===== config.mk =====
export PLATFORM = sky130hd
export DESIGN_NAME = tl_d_queue_flat
export DESIGN_NICKNAME = d
export VERILOG_FILES = /design/src/rtl/tl_d_queue_if.sv /design/src/rtl/tl_d_queue.sv /design/src/flat_wrapper.sv
export SDC_FILE = /design/constraint.sdc
export NUM_CORES = 1
export LEC_CHECK = 0
export CORE_ASPECT_RATIO = 1.25
export CORE_MARGIN = 4
export CORE_UTILIZATION = 28
export DETAILED_ROUTE_END_ITERATION = 6
export SLEW_MARGIN = 30
export SYNTH_ARGS = -nofsm -noshare
export SYNTH_HDL_FRONTEND = slang
export SYNTH_SLANG_ARGS = --single-unit

===== constraint.sdc =====
create_clock -name clock -period 4.4 [get_ports clock]
set_input_delay 0.88 -clock clock [delete_from_list [all_inputs] [get_ports clock]]
set_output_delay 0.88 -clock clock [all_outputs]
set_load 0.05 [all_outputs]

===== src/rtl/tl_d_queue_if.sv =====
// TileLink D-channel queue port bundle: enqueue side, dequeue side and occupancy.
// The queue takes the slave modport; the producer/consumer pair takes master.
interface tl_d_queue_if #(
    parameter int ENTRIES  = 2,
    parameter int DATA_W   = 64,
    parameter int SOURCE_W = 11,
    parameter int SINK_W   = 1,
    parameter int SIZE_W   = 2
);
    localparam int COUNT_W = $clog2(ENTRIES + 1);

    // A beat moves on a side exactly when its valid and ready are both high at the
    // rising clock edge; valid never waits on ready, and bits are held while valid.
    logic                io_enq_valid;
    logic                io_enq_ready;
    logic [2:0]          io_enq_bits_opcode;
    logic [1:0]          io_enq_bits_param;
    logic [SIZE_W-1:0]   io_enq_bits_size;
    logic [SOURCE_W-1:0] io_enq_bits_source;
    logic [SINK_W-1:0]   io_enq_bits_sink;
    logic                io_enq_bits_denied;
    logic [DATA_W-1:0]   io_enq_bits_data;
    logic                io_enq_bits_corrupt;

    logic                io_deq_valid;
    logic                io_deq_ready;
    logic [2:0]          io_deq_bits_opcode;
    logic [1:0]          io_deq_bits_param;
    logic [SIZE_W-1:0]   io_deq_bits_size;
    logic [SOURCE_W-1:0] io_deq_bits_source;
    logic [SINK_W-1:0]   io_deq_bits_sink;
    logic                io_deq_bits_denied;
    logic [DATA_W-1:0]   io_deq_bits_data;
    logic                io_deq_bits_corrupt;

    logic [COUNT_W-1:0]  io_count;

    modport slave (
        input  io_enq_valid, io_enq_bits_opcode, io_enq_bits_param, io_enq_bits_size,
               io_enq_bits_source, io_enq_bits_sink, io_enq_bits_denied,
               io_enq_bits_data, io_enq_bits_corrupt, io_deq_ready,
        output io_enq_ready, io_deq_valid, io_deq_bits_opcode, io_deq_bits_param,
               io_deq_bits_size, io_deq_bits_source, io_deq_bits_sink,
               io_deq_bits_denied, io_deq_bits_data, io_deq_bits_corrupt, io_count
    );

    modport master (
        output io_enq_valid, io_enq_bits_opcode, io_enq_bits_param, io_enq_bits_size,
               io_enq_bits_source, io_enq_bits_sink, io_enq_bits_denied,
               io_enq_bits_data, io_enq_bits_corrupt, io_deq_ready,
        input  io_enq_ready, io_deq_valid, io_deq_bits_opcode, io_deq_bits_param,
               io_deq_bits_size, io_deq_bits_source, io_deq_bits_sink,
               io_deq_bits_denied, io_deq_bits_data, io_deq_bits_corrupt, io_count
    );
endinterface


===== src/rtl/tl_d_queue.sv =====
// Circular TileLink D-channel buffer of ENTRIES slots carrying every D field,
// with optional flow-through (FLOW) and full-queue pass-through ready (PIPE).
module tl_d_queue #(
    parameter int ENTRIES  = 2,
    parameter int DATA_W   = 64,
    parameter int SOURCE_W = 11,
    parameter int SINK_W   = 1,
    parameter int SIZE_W   = 2,
    parameter int FLOW     = 0,
    parameter int PIPE     = 0
) (
    input  logic          clock,
    input  logic          reset,
    tl_d_queue_if.slave   io
);
    localparam int   PTR_W   = (ENTRIES > 1) ? $clog2(ENTRIES) : 1;
    localparam int   COUNT_W = $clog2(ENTRIES + 1);
    localparam int   WORD_W  = 3 + 2 + SIZE_W + SOURCE_W + SINK_W + 1 + DATA_W + 1;
    localparam logic FLOW_B  = (FLOW != 0);
    localparam logic PIPE_B  = (PIPE != 0);

    logic [PTR_W-1:0]   r_enq_ptr;
    logic [PTR_W-1:0]   r_deq_ptr;
    logic               r_maybe_full;
    logic [WORD_W-1:0]  r_mem [ENTRIES];

    logic               w_ptr_match;
    logic               w_empty;
    logic               w_full;
    logic               w_bypass;
    logic               w_enq_ready;
    logic               w_deq_valid;
    logic               w_do_enq;
    logic               w_do_deq;
    logic [PTR_W-1:0]   w_enq_ptr_nxt;
    logic [PTR_W-1:0]   w_deq_ptr_nxt;
    logic [WORD_W-1:0]  w_enq_word;
    logic [WORD_W-1:0]  w_deq_word;
    logic [COUNT_W-1:0] w_count;

    assign w_ptr_match = (r_enq_ptr == r_deq_ptr);
    assign w_empty     = w_ptr_match & ~r_maybe_full;
    assign w_full      = w_ptr_match & r_maybe_full;

    // Flow-through on an empty queue: a beat taken by the consumer the same cycle
    // never touches storage or pointers.
    assign w_bypass    = FLOW_B & w_empty;
    assign w_enq_ready = ~w_full | (PIPE_B & io.io_deq_ready);
    assign w_deq_valid = ~w_empty | (FLOW_B & io.io_enq_valid);
    assign w_do_enq    = io.io_enq_valid & w_enq_ready & ~(w_bypass & io.io_deq_ready);
    assign w_do_deq    = w_deq_valid & io.io_deq_ready & ~w_bypass;

    // Explicit wrap compare keeps non-power-of-two depths correct.
    assign w_enq_ptr_nxt = (r_enq_ptr == PTR_W'(ENTRIES - 1)) ? '0 : r_enq_ptr + 1'b1;
    assign w_deq_ptr_nxt = (r_deq_ptr == PTR_W'(ENTRIES - 1)) ? '0 : r_deq_ptr + 1'b1;

    assign w_enq_word = {io.io_enq_bits_opcode, io.io_enq_bits_param, io.io_enq_bits_size,
                         io.io_enq_bits_source, io.io_enq_bits_sink, io.io_enq_bits_denied,
                         io.io_enq_bits_data, io.io_enq_bits_corrupt};
    assign w_deq_word = w_bypass ? w_enq_word : r_mem[r_deq_ptr];

    always_ff @(posedge clock) begin
        if (reset) begin
            r_enq_ptr    <= '0;
            r_deq_ptr    <= '0;
            r_maybe_full <= 1'b0;
        end else begin
            if (w_do_enq) r_enq_ptr <= w_enq_ptr_nxt;
            if (w_do_deq) r_deq_ptr <= w_deq_ptr_nxt;
            if (w_do_enq != w_do_deq) r_maybe_full <= w_do_enq;
        end
    end

    always_ff @(posedge clock) begin
        if (w_do_enq) r_mem[r_enq_ptr] <= w_enq_word;
    end

    always_comb begin
        w_count = '0;
        if (w_ptr_match)
            w_count = r_maybe_full ? COUNT_W'(ENTRIES) : '0;
        else if (r_enq_ptr > r_deq_ptr)
            w_count = COUNT_W'(r_enq_ptr) - COUNT_W'(r_deq_ptr);
        else
            w_count = COUNT_W'(ENTRIES) + COUNT_W'(r_enq_ptr) - COUNT_W'(r_deq_ptr);
    end

    assign io.io_enq_ready = w_enq_ready;
    assign io.io_deq_valid = w_deq_valid;
    assign io.io_count     = w_count;
    assign {io.io_deq_bits_opcode, io.io_deq_bits_param, io.io_deq_bits_size,
            io.io_deq_bits_source, io.io_deq_bits_sink, io.io_deq_bits_denied,
            io.io_deq_bits_data, io.io_deq_bits_corrupt} = w_deq_word;
endmodule

===== src/flat_wrapper.sv =====
// flat-port wrapper written by rule: the top's interface ports become plain ports
module tl_d_queue_flat 
#(
    parameter int ENTRIES  = 2,
    parameter int DATA_W   = 64,
    parameter int SOURCE_W = 11,
    parameter int SINK_W   = 1,
    parameter int SIZE_W   = 2,
    parameter int FLOW     = 0,
    parameter int PIPE     = 0
)
  (clock, reset, io_io_enq_valid, io_io_enq_bits_opcode, io_io_enq_bits_param, io_io_enq_bits_size, io_io_enq_bits_source, io_io_enq_bits_sink, io_io_enq_bits_denied, io_io_enq_bits_data, io_io_enq_bits_corrupt, io_io_deq_ready, io_io_enq_ready, io_io_deq_valid, io_io_deq_bits_opcode, io_io_deq_bits_param, io_io_deq_bits_size, io_io_deq_bits_source, io_io_deq_bits_sink, io_io_deq_bits_denied, io_io_deq_bits_data, io_io_deq_bits_corrupt, io_io_count);
  tl_d_queue_if #(.ENTRIES(ENTRIES), .DATA_W(DATA_W), .SOURCE_W(SOURCE_W), .SINK_W(SINK_W), .SIZE_W(SIZE_W)) io_i ();
  input  logic clock;
  input  logic reset;
  input wire logic [$bits(io_i.io_enq_valid)-1:0] io_io_enq_valid;
  input wire logic [$bits(io_i.io_enq_bits_opcode)-1:0] io_io_enq_bits_opcode;
  input wire logic [$bits(io_i.io_enq_bits_param)-1:0] io_io_enq_bits_param;
  input wire logic [$bits(io_i.io_enq_bits_size)-1:0] io_io_enq_bits_size;
  input wire logic [$bits(io_i.io_enq_bits_source)-1:0] io_io_enq_bits_source;
  input wire logic [$bits(io_i.io_enq_bits_sink)-1:0] io_io_enq_bits_sink;
  input wire logic [$bits(io_i.io_enq_bits_denied)-1:0] io_io_enq_bits_denied;
  input wire logic [$bits(io_i.io_enq_bits_data)-1:0] io_io_enq_bits_data;
  input wire logic [$bits(io_i.io_enq_bits_corrupt)-1:0] io_io_enq_bits_corrupt;
  input wire logic [$bits(io_i.io_deq_ready)-1:0] io_io_deq_ready;
  output wire logic [$bits(io_i.io_enq_ready)-1:0] io_io_enq_ready;
  output wire logic [$bits(io_i.io_deq_valid)-1:0] io_io_deq_valid;
  output wire logic [$bits(io_i.io_deq_bits_opcode)-1:0] io_io_deq_bits_opcode;
  output wire logic [$bits(io_i.io_deq_bits_param)-1:0] io_io_deq_bits_param;
  output wire logic [$bits(io_i.io_deq_bits_size)-1:0] io_io_deq_bits_size;
  output wire logic [$bits(io_i.io_deq_bits_source)-1:0] io_io_deq_bits_source;
  output wire logic [$bits(io_i.io_deq_bits_sink)-1:0] io_io_deq_bits_sink;
  output wire logic [$bits(io_i.io_deq_bits_denied)-1:0] io_io_deq_bits_denied;
  output wire logic [$bits(io_i.io_deq_bits_data)-1:0] io_io_deq_bits_data;
  output wire logic [$bits(io_i.io_deq_bits_corrupt)-1:0] io_io_deq_bits_corrupt;
  output wire logic [$bits(io_i.io_count)-1:0] io_io_count;
  assign io_i.io_enq_valid = io_io_enq_valid;
  assign io_i.io_enq_bits_opcode = io_io_enq_bits_opcode;
  assign io_i.io_enq_bits_param = io_io_enq_bits_param;
  assign io_i.io_enq_bits_size = io_io_enq_bits_size;
  assign io_i.io_enq_bits_source = io_io_enq_bits_source;
  assign io_i.io_enq_bits_sink = io_io_enq_bits_sink;
  assign io_i.io_enq_bits_denied = io_io_enq_bits_denied;
  assign io_i.io_enq_bits_data = io_io_enq_bits_data;
  assign io_i.io_enq_bits_corrupt = io_io_enq_bits_corrupt;
  assign io_i.io_deq_ready = io_io_deq_ready;
  assign io_io_enq_ready = io_i.io_enq_ready;
  assign io_io_deq_valid = io_i.io_deq_valid;
  assign io_io_deq_bits_opcode = io_i.io_deq_bits_opcode;
  assign io_io_deq_bits_param = io_i.io_deq_bits_param;
  assign io_io_deq_bits_size = io_i.io_deq_bits_size;
  assign io_io_deq_bits_source = io_i.io_deq_bits_source;
  assign io_io_deq_bits_sink = io_i.io_deq_bits_sink;
  assign io_io_deq_bits_denied = io_i.io_deq_bits_denied;
  assign io_io_deq_bits_data = io_i.io_deq_bits_data;
  assign io_io_deq_bits_corrupt = io_i.io_deq_bits_corrupt;
  assign io_io_count = io_i.io_count;
  tl_d_queue #(.ENTRIES(ENTRIES), .DATA_W(DATA_W), .SOURCE_W(SOURCE_W), .SINK_W(SINK_W), .SIZE_W(SIZE_W), .FLOW(FLOW), .PIPE(PIPE)) u_core (.clock(clock), .reset(reset), .io(io_i));
endmodule

==> results.yml, run 1 <==
run_status:
  status: "finished, final reports clean"
sta:
  period_needed_ns: 3.430
  max_slew_margin_pct: 58.30
  fmax_ghz: 0.2915
  post-route-period-util_pct: 77.96
  holdWs_ns: 0.5812
  rsz0062_at_grt: "false"
  final_hold_viol_count: 0
  slew_viol_final: 0
  fin_ws_ns: 0.9698
  fin_setup_tns_ns: 0
  clock_skew_ns: 0.007148
  tightest_slew_ns: 0.6248
  setup_violations: 0
floorplan:
  core_area_mm2: 0.02229
  dieArea_mm2: 0.02518
  start_util_pct: 28.50
  die_y_um: 176.4
  die_width_um: 142.7
  ioPinCount: 178
  rows: 61
drt:
  drc: 0
  dr.pass1.iters: 4
  vias: 3247
  dr.first_iter.drc_count: 178
  wl_per_cell_um: 17.03
  wl_um: 13200
  dr_wl_met2_um: 7084
  drt.antenna.violating_nets: 0
  viasPerCell: 4.190
  dr.max_layer_used: "met4"
  wl_met3_um: 817
  drt-met1-wl_um: 5118
layout:
  layout-drive-gt1-share_pct: 14.63
  fin_area_mm2: 0.009031
  final.fill_count: 1985
  diodes: 0
  final_common_cell: "clkdlybuf4s50_1"
  final_cell_mix: "177 x clkdlybuf4s50_1, 170 x edfxtp_1, 50 x mux2_1"
  layout.nets: 568
  area_growth_pct: 42.17
clock_tree:
  cts_inserted_buffers: 17
  cts_setup_buffers: 0
  cts.repair.resized: 0
  htreeDepth: 4
  clk_latency_ns: 0.41
  cts_root_buf: "clkbuf_16"
  clkTransAtPathRegs_ns: 0.06
  hold_buffers: 0
  clkSinkCount: 174
  cts_buffer_depth: 2
  cts_tree: "yes"
synth:
  synth_simple_gate_area_share_pct: 1.103
  synth-seq-area-share_pct: 81.62
  netlist_area_mm2: 0.006352
  syn_nets: 378
  syn-mean-instance-area_um2: 21.98
  synthXorXnorAreaFrac_pct: 0.1379
  yosysTopAreaCell: "edfxtp_1"
  synth_cells: 289
  synthMuxAreaShare_pct: 15.07
  yosys-top-cells-area: "edfxtp_1 80%, mux2_1 8.9%, mux2_2 6.2%"
  synth_top_area_share_pct: 80.36
  ys_types: 19
  yosys_warnings: 0
  synth_compound_area_share_pct: 0.6500
  synth_top_family_by_area: "multiplexers"
  ys_ff_latch: 174
  synth_adder_area_share_pct: 0
power_and_ir_drop:
  total_power_mw: 4.185
  power_leakage_nw: 2.970
  powerDensity_mw_per_mm2: 463.4
  ir_drop_mv: 0.2788
critical_path:
  criticalPathCategory: "reg -> out"
  critPathRequiredTime_ns: 3.52
  startpoint_type: "flop"
  arrival_ns: 2.55
  crit_path_end_kind: "output pin"
  critPathMaxFanout: 53
placed_design:
  portBuffers: 177
  gp_congestion: 0.7115
  placed_cell_area_mm2: 0.008469
  post-dp-hpwl_um: 8954
  place_ws_ns: 1.332
global_routing:
  grt_antenna_before_repair: 0
  grt_pass1_wl_um: 20250
  grt_pass1_vias: 3659
  grtUsageTotal_pct: 10.66
  gr-total-overflow: 0
  grt_max_degree: 54
worst_hold_path:
  min_path_type: "reg -> reg"
flow_run:
  maxCapViolCount: 0
==> state kept, by name, indices dropped and copies added (netlist names), named ones only <==
register             count
u_core.r_mem           170
u_core.r_deq_ptr         1
u_core.r_enq_ptr         1
u_core.r_maybe_full      1
==> final timing paths <==
| kind | from | to | slack [ns] | depth (start not counted) |
|---|---|---|---|---|
| max reg2reg | u_core.r_maybe_full | u_core.r_mem[0][80] | 2.40 | 4 |
| min | u_core.r_deq_ptr | flop | 0.58 | 2 |
| min reg2reg | u_core.r_deq_ptr | flop | 0.58 | 2 |
| max | flop | io_io_deq_bits_data[2] | 0.97 | 3 |
==> final cells by class <==
type	count	area, um2	area share [%]
sequential	174	5189	57.45
timing repair buffer	180	1832	20.28
multi-input combinational	103	1082	11.98
clock buffer	17	425.4	4.710
tap	283	354.1	3.921
clock inverter	15	136.4	1.510
inverter	3	12.51	0.1385
==> through the flow <==
step / cells / utilization [%]
after floorplan: 289 / -
after global placement: 743 / 38.00
after detailed placement: 743 / 38.00
after CTS: 775 / 40.52
after global routing: 775 / 40.52
final: 775 / 40.52
==> power by group <==
part           switching (mW)  internal, mW  leakage [nW]
Combinational           0.497         0.299          1.09
Sequential             0.0323          1.94          1.62
Clock                   0.633         0.786         0.263
Total                    1.16          3.02          2.97
==> cells by family (layout without fill, tap and decap cells) <==
logic type      after synthesis  count (layout)
compound gates                6               6
xor+xnor                      1               1
buf+inv                      12             215
flops                       174             174
mux                          85              85
simple gates                 11              11
==> cell usage after synthesis <==
library cell and count:
edfxtp_1 170, mux2_1 50, mux2_2 35, buf_6 5
dfxtp_1 4, nand3b_1 4, a31oi_1 3, buf_2 3
inv_1 3, nand2b_1 3, a21bo_2 1, a21oi_1 1
and2_1 1, and3_1 1, buf_4 1, nand2_1 1
nand3_1 1, o21bai_1 1, xnor2_1 1
==> per-layer routing <==
| metal | up-vias | GRT usage, % |
|---|---|---|
| met2 | 104 | 18.77 |
| met3 | 9 | 3.387 |
| met4 | 0 | 3.605 |
| met1 | 1610 | 12.16 |
| li1 | 1524 | - |
| met5 | - | 0 |
==> critical path, stage by stage (launching register included) <==
cell	delay, ns
dfxtp_4	0.65
buf_12	0.34
mux2_2	0.39
clkdlybuf4s50_1	0.70
Note: power is estimated with default switching activity, not from simulation.
==> run 2: changes to the inputs <==
clock period = 2.8 ns   (was 4.4 ns; I/O delays follow)
==> results.yml, run 2 (synthesized netlist as in run 1, its figures left out) <==
critical_path:
  critPathMaxFanout: 42
  startpoint_type: "flop"
  slowest_stage: "clkdlybuf4s50_1"
  crit_path_end_kind: "output pin"
  arrival_ns: 2.14
  crit_path_cell_trace: "buf_12, mux2_1, clkdlybuf4s50_1"
  criticalPathCategory: "reg -> out"
  critPathRequiredTime_ns: 2.24
  worst_path_largest_cell_delay_ns: 0.71
power_and_ir_drop:
  swShare_pct: 27.55
  power_leakage_nw: 3.054
  pwr-share-comb_pct: 19.1
  internal-power_mw: 4.866
  power_frac_clock_pct: 35.1
  ir_drop_mv: 0.4102
  powerDensity_mw_per_mm2: 737.3
  seq_power_share_pct: 45.9
  p_switching_mw: 1.850
floorplan:
  ioPinCount: 178
  die_y_um: 176.4
  core_area_mm2: 0.02229
  die_width_um: 142.7
  dieArea_mm2: 0.02518
  start_util_pct: 28.50
  rows: 61
clock_tree:
  clk_latency_ns: 0.42
  clkSinkCount: 174
  cts_tree: "yes"
  cts_buffer_depth: 2
  htreeDepth: 4
  cts_inserted_buffers: 17
  cts_setup_buffers: 0
  cts_root_buf: "clkbuf_16"
  hold_buffers: 0
  clkTransAtPathRegs_ns: 0.07
placed_design:
  portBuffers: 177
  gp_congestion: 0.7220
  post-dp-hpwl_um: 8786
  placed_cell_area_mm2: 0.008514
  placedCellCount: 746
sta:
  post-route-period-util_pct: 96.60
  slew_viol_final: 0
  fmax_ghz: 0.3697
  clock_skew_ns: 0.01679
  period_needed_ns: 2.705
  tightest_slew_ns: 0.5336
  setup_violations: 0
  rsz0062_at_grt: "false"
  max_slew_margin_pct: 64.31
  final_hold_viol_count: 0
  fin_setup_tns_ns: 0
drt:
  wl_um: 13180
  dr.first_iter.drc_count: 108
  vias: 3321
  drc: 0
  dr.pass1.iters: 6
  drt.antenna.violating_nets: 0
  viasPerCell: 4.269
  wl_per_cell_um: 16.95
layout:
  regArea_mm2: 0.005189
  fin_area_mm2: 0.009110
  fin_cells: 778
  area_growth_pct: 43.41
  final.fill_count: 1992
  layout.nets: 571
  final_cell_mix: "170 x edfxtp_1, 168 x clkdlybuf4s50_1, 50 x mux2_1"
  layout-drive-gt1-share_pct: 16.36
  largest_reg_flops: 170
  diodes: 0
  final_util_pct: 40.88
  multi_input_area_mm2: 0.001082
  final_common_cell: "edfxtp_1"
  largest_register: "u_core.r_mem"
worst_hold_path:
  min_path_type: "reg -> reg"
global_routing:
  grt_max_degree: 47
  grtUsageTotal_pct: 10.57
  grt_antenna_before_repair: 1
  grt_pass1_wl_um: 19990
  gr-total-overflow: 0
  grt_pass1_vias: 3758
flow_run:
  maxCapViolCount: 0
run_status:
  status: "finished, final reports clean"
run 2: cell types whose count changed in the layout (fill, tap and decap cells not counted), moves of 3 or more:
cell             delta
buf_12              +3
clkdlybuf4s50_1     -9
dlymetal6s2s_1      +3
buf_4               +6
clkinvlp_4          -3
run 2: layout make-up:
| cell class | instances | area share [%] |
|---|---|---|
| flip-flops and latches | 174 | 56.96 |
| repair buffers | 183 | 20.68 |
| multi-input cells | 103 | 11.88 |
| clock buffers | 19 | 4.752 |
| well taps | 283 | 3.887 |
| clock inverters | 13 | 1.703 |
| inverters | 3 | 0.1373 |
run 2: through the flow:
stage	setup WS (ns)	hold WS, ns	power, mW
floorplan	0.05360	0.5121	3.921
global placement	0.5186	0.5335	4.418
detailed placement	0.5011	0.5717	4.438
CTS	0.02687	0.5849	6.832
global route	0.00008260	0.6449	7.007
finish	0.09509	0.5952	6.716
run 2: power groups by stage:
stage               clock network (mW)  registers [mW]  logic [mW]
floorplan                            0            3.14       0.786
global placement                     0            3.13        1.29
detailed placement                   0            3.14        1.30
CTS                               2.44            3.08        1.30
global route                      2.57            3.09        1.34
finish                            2.35            3.08        1.28
run 2: final timing paths:
check	startpoint	end	slack [ns]	cells after the start
setup reg to reg	u_core.r_deq_ptr	u_core.r_mem[0][37]	1.41	4
setup / recovery	flop	io_io_deq_bits_data[63]	0.1	3
hold / removal	u_core.r_maybe_full	u_core.r_maybe_full	0.60	2
hold reg to reg	u_core.r_maybe_full	u_core.r_maybe_full	0.60	2
run 2: worst max-delay path, delay by kind of cell (launching register included):
| kind | cells | cell delay, ns |
|---|---|---|
| DFF | 1 | 0.37 |
| muxes | 1 | 0.38 |
| buffers and inverters | 2 | 0.95 |
run 2: what timing repair did:
action,4_1_cts,5_1_grt
setup endpoints to repair,0,3
hold endpoints to repair,0,0
gates resized for setup,0,3
run 2: routing by layer:
layer | routed length (um) | track usage [%]
met5 | 13 | 0
met4 | 157 | 3.803
met1 | 5171 | 11.72
met2 | 6950 | 18.53
met3 | 890 | 3.820
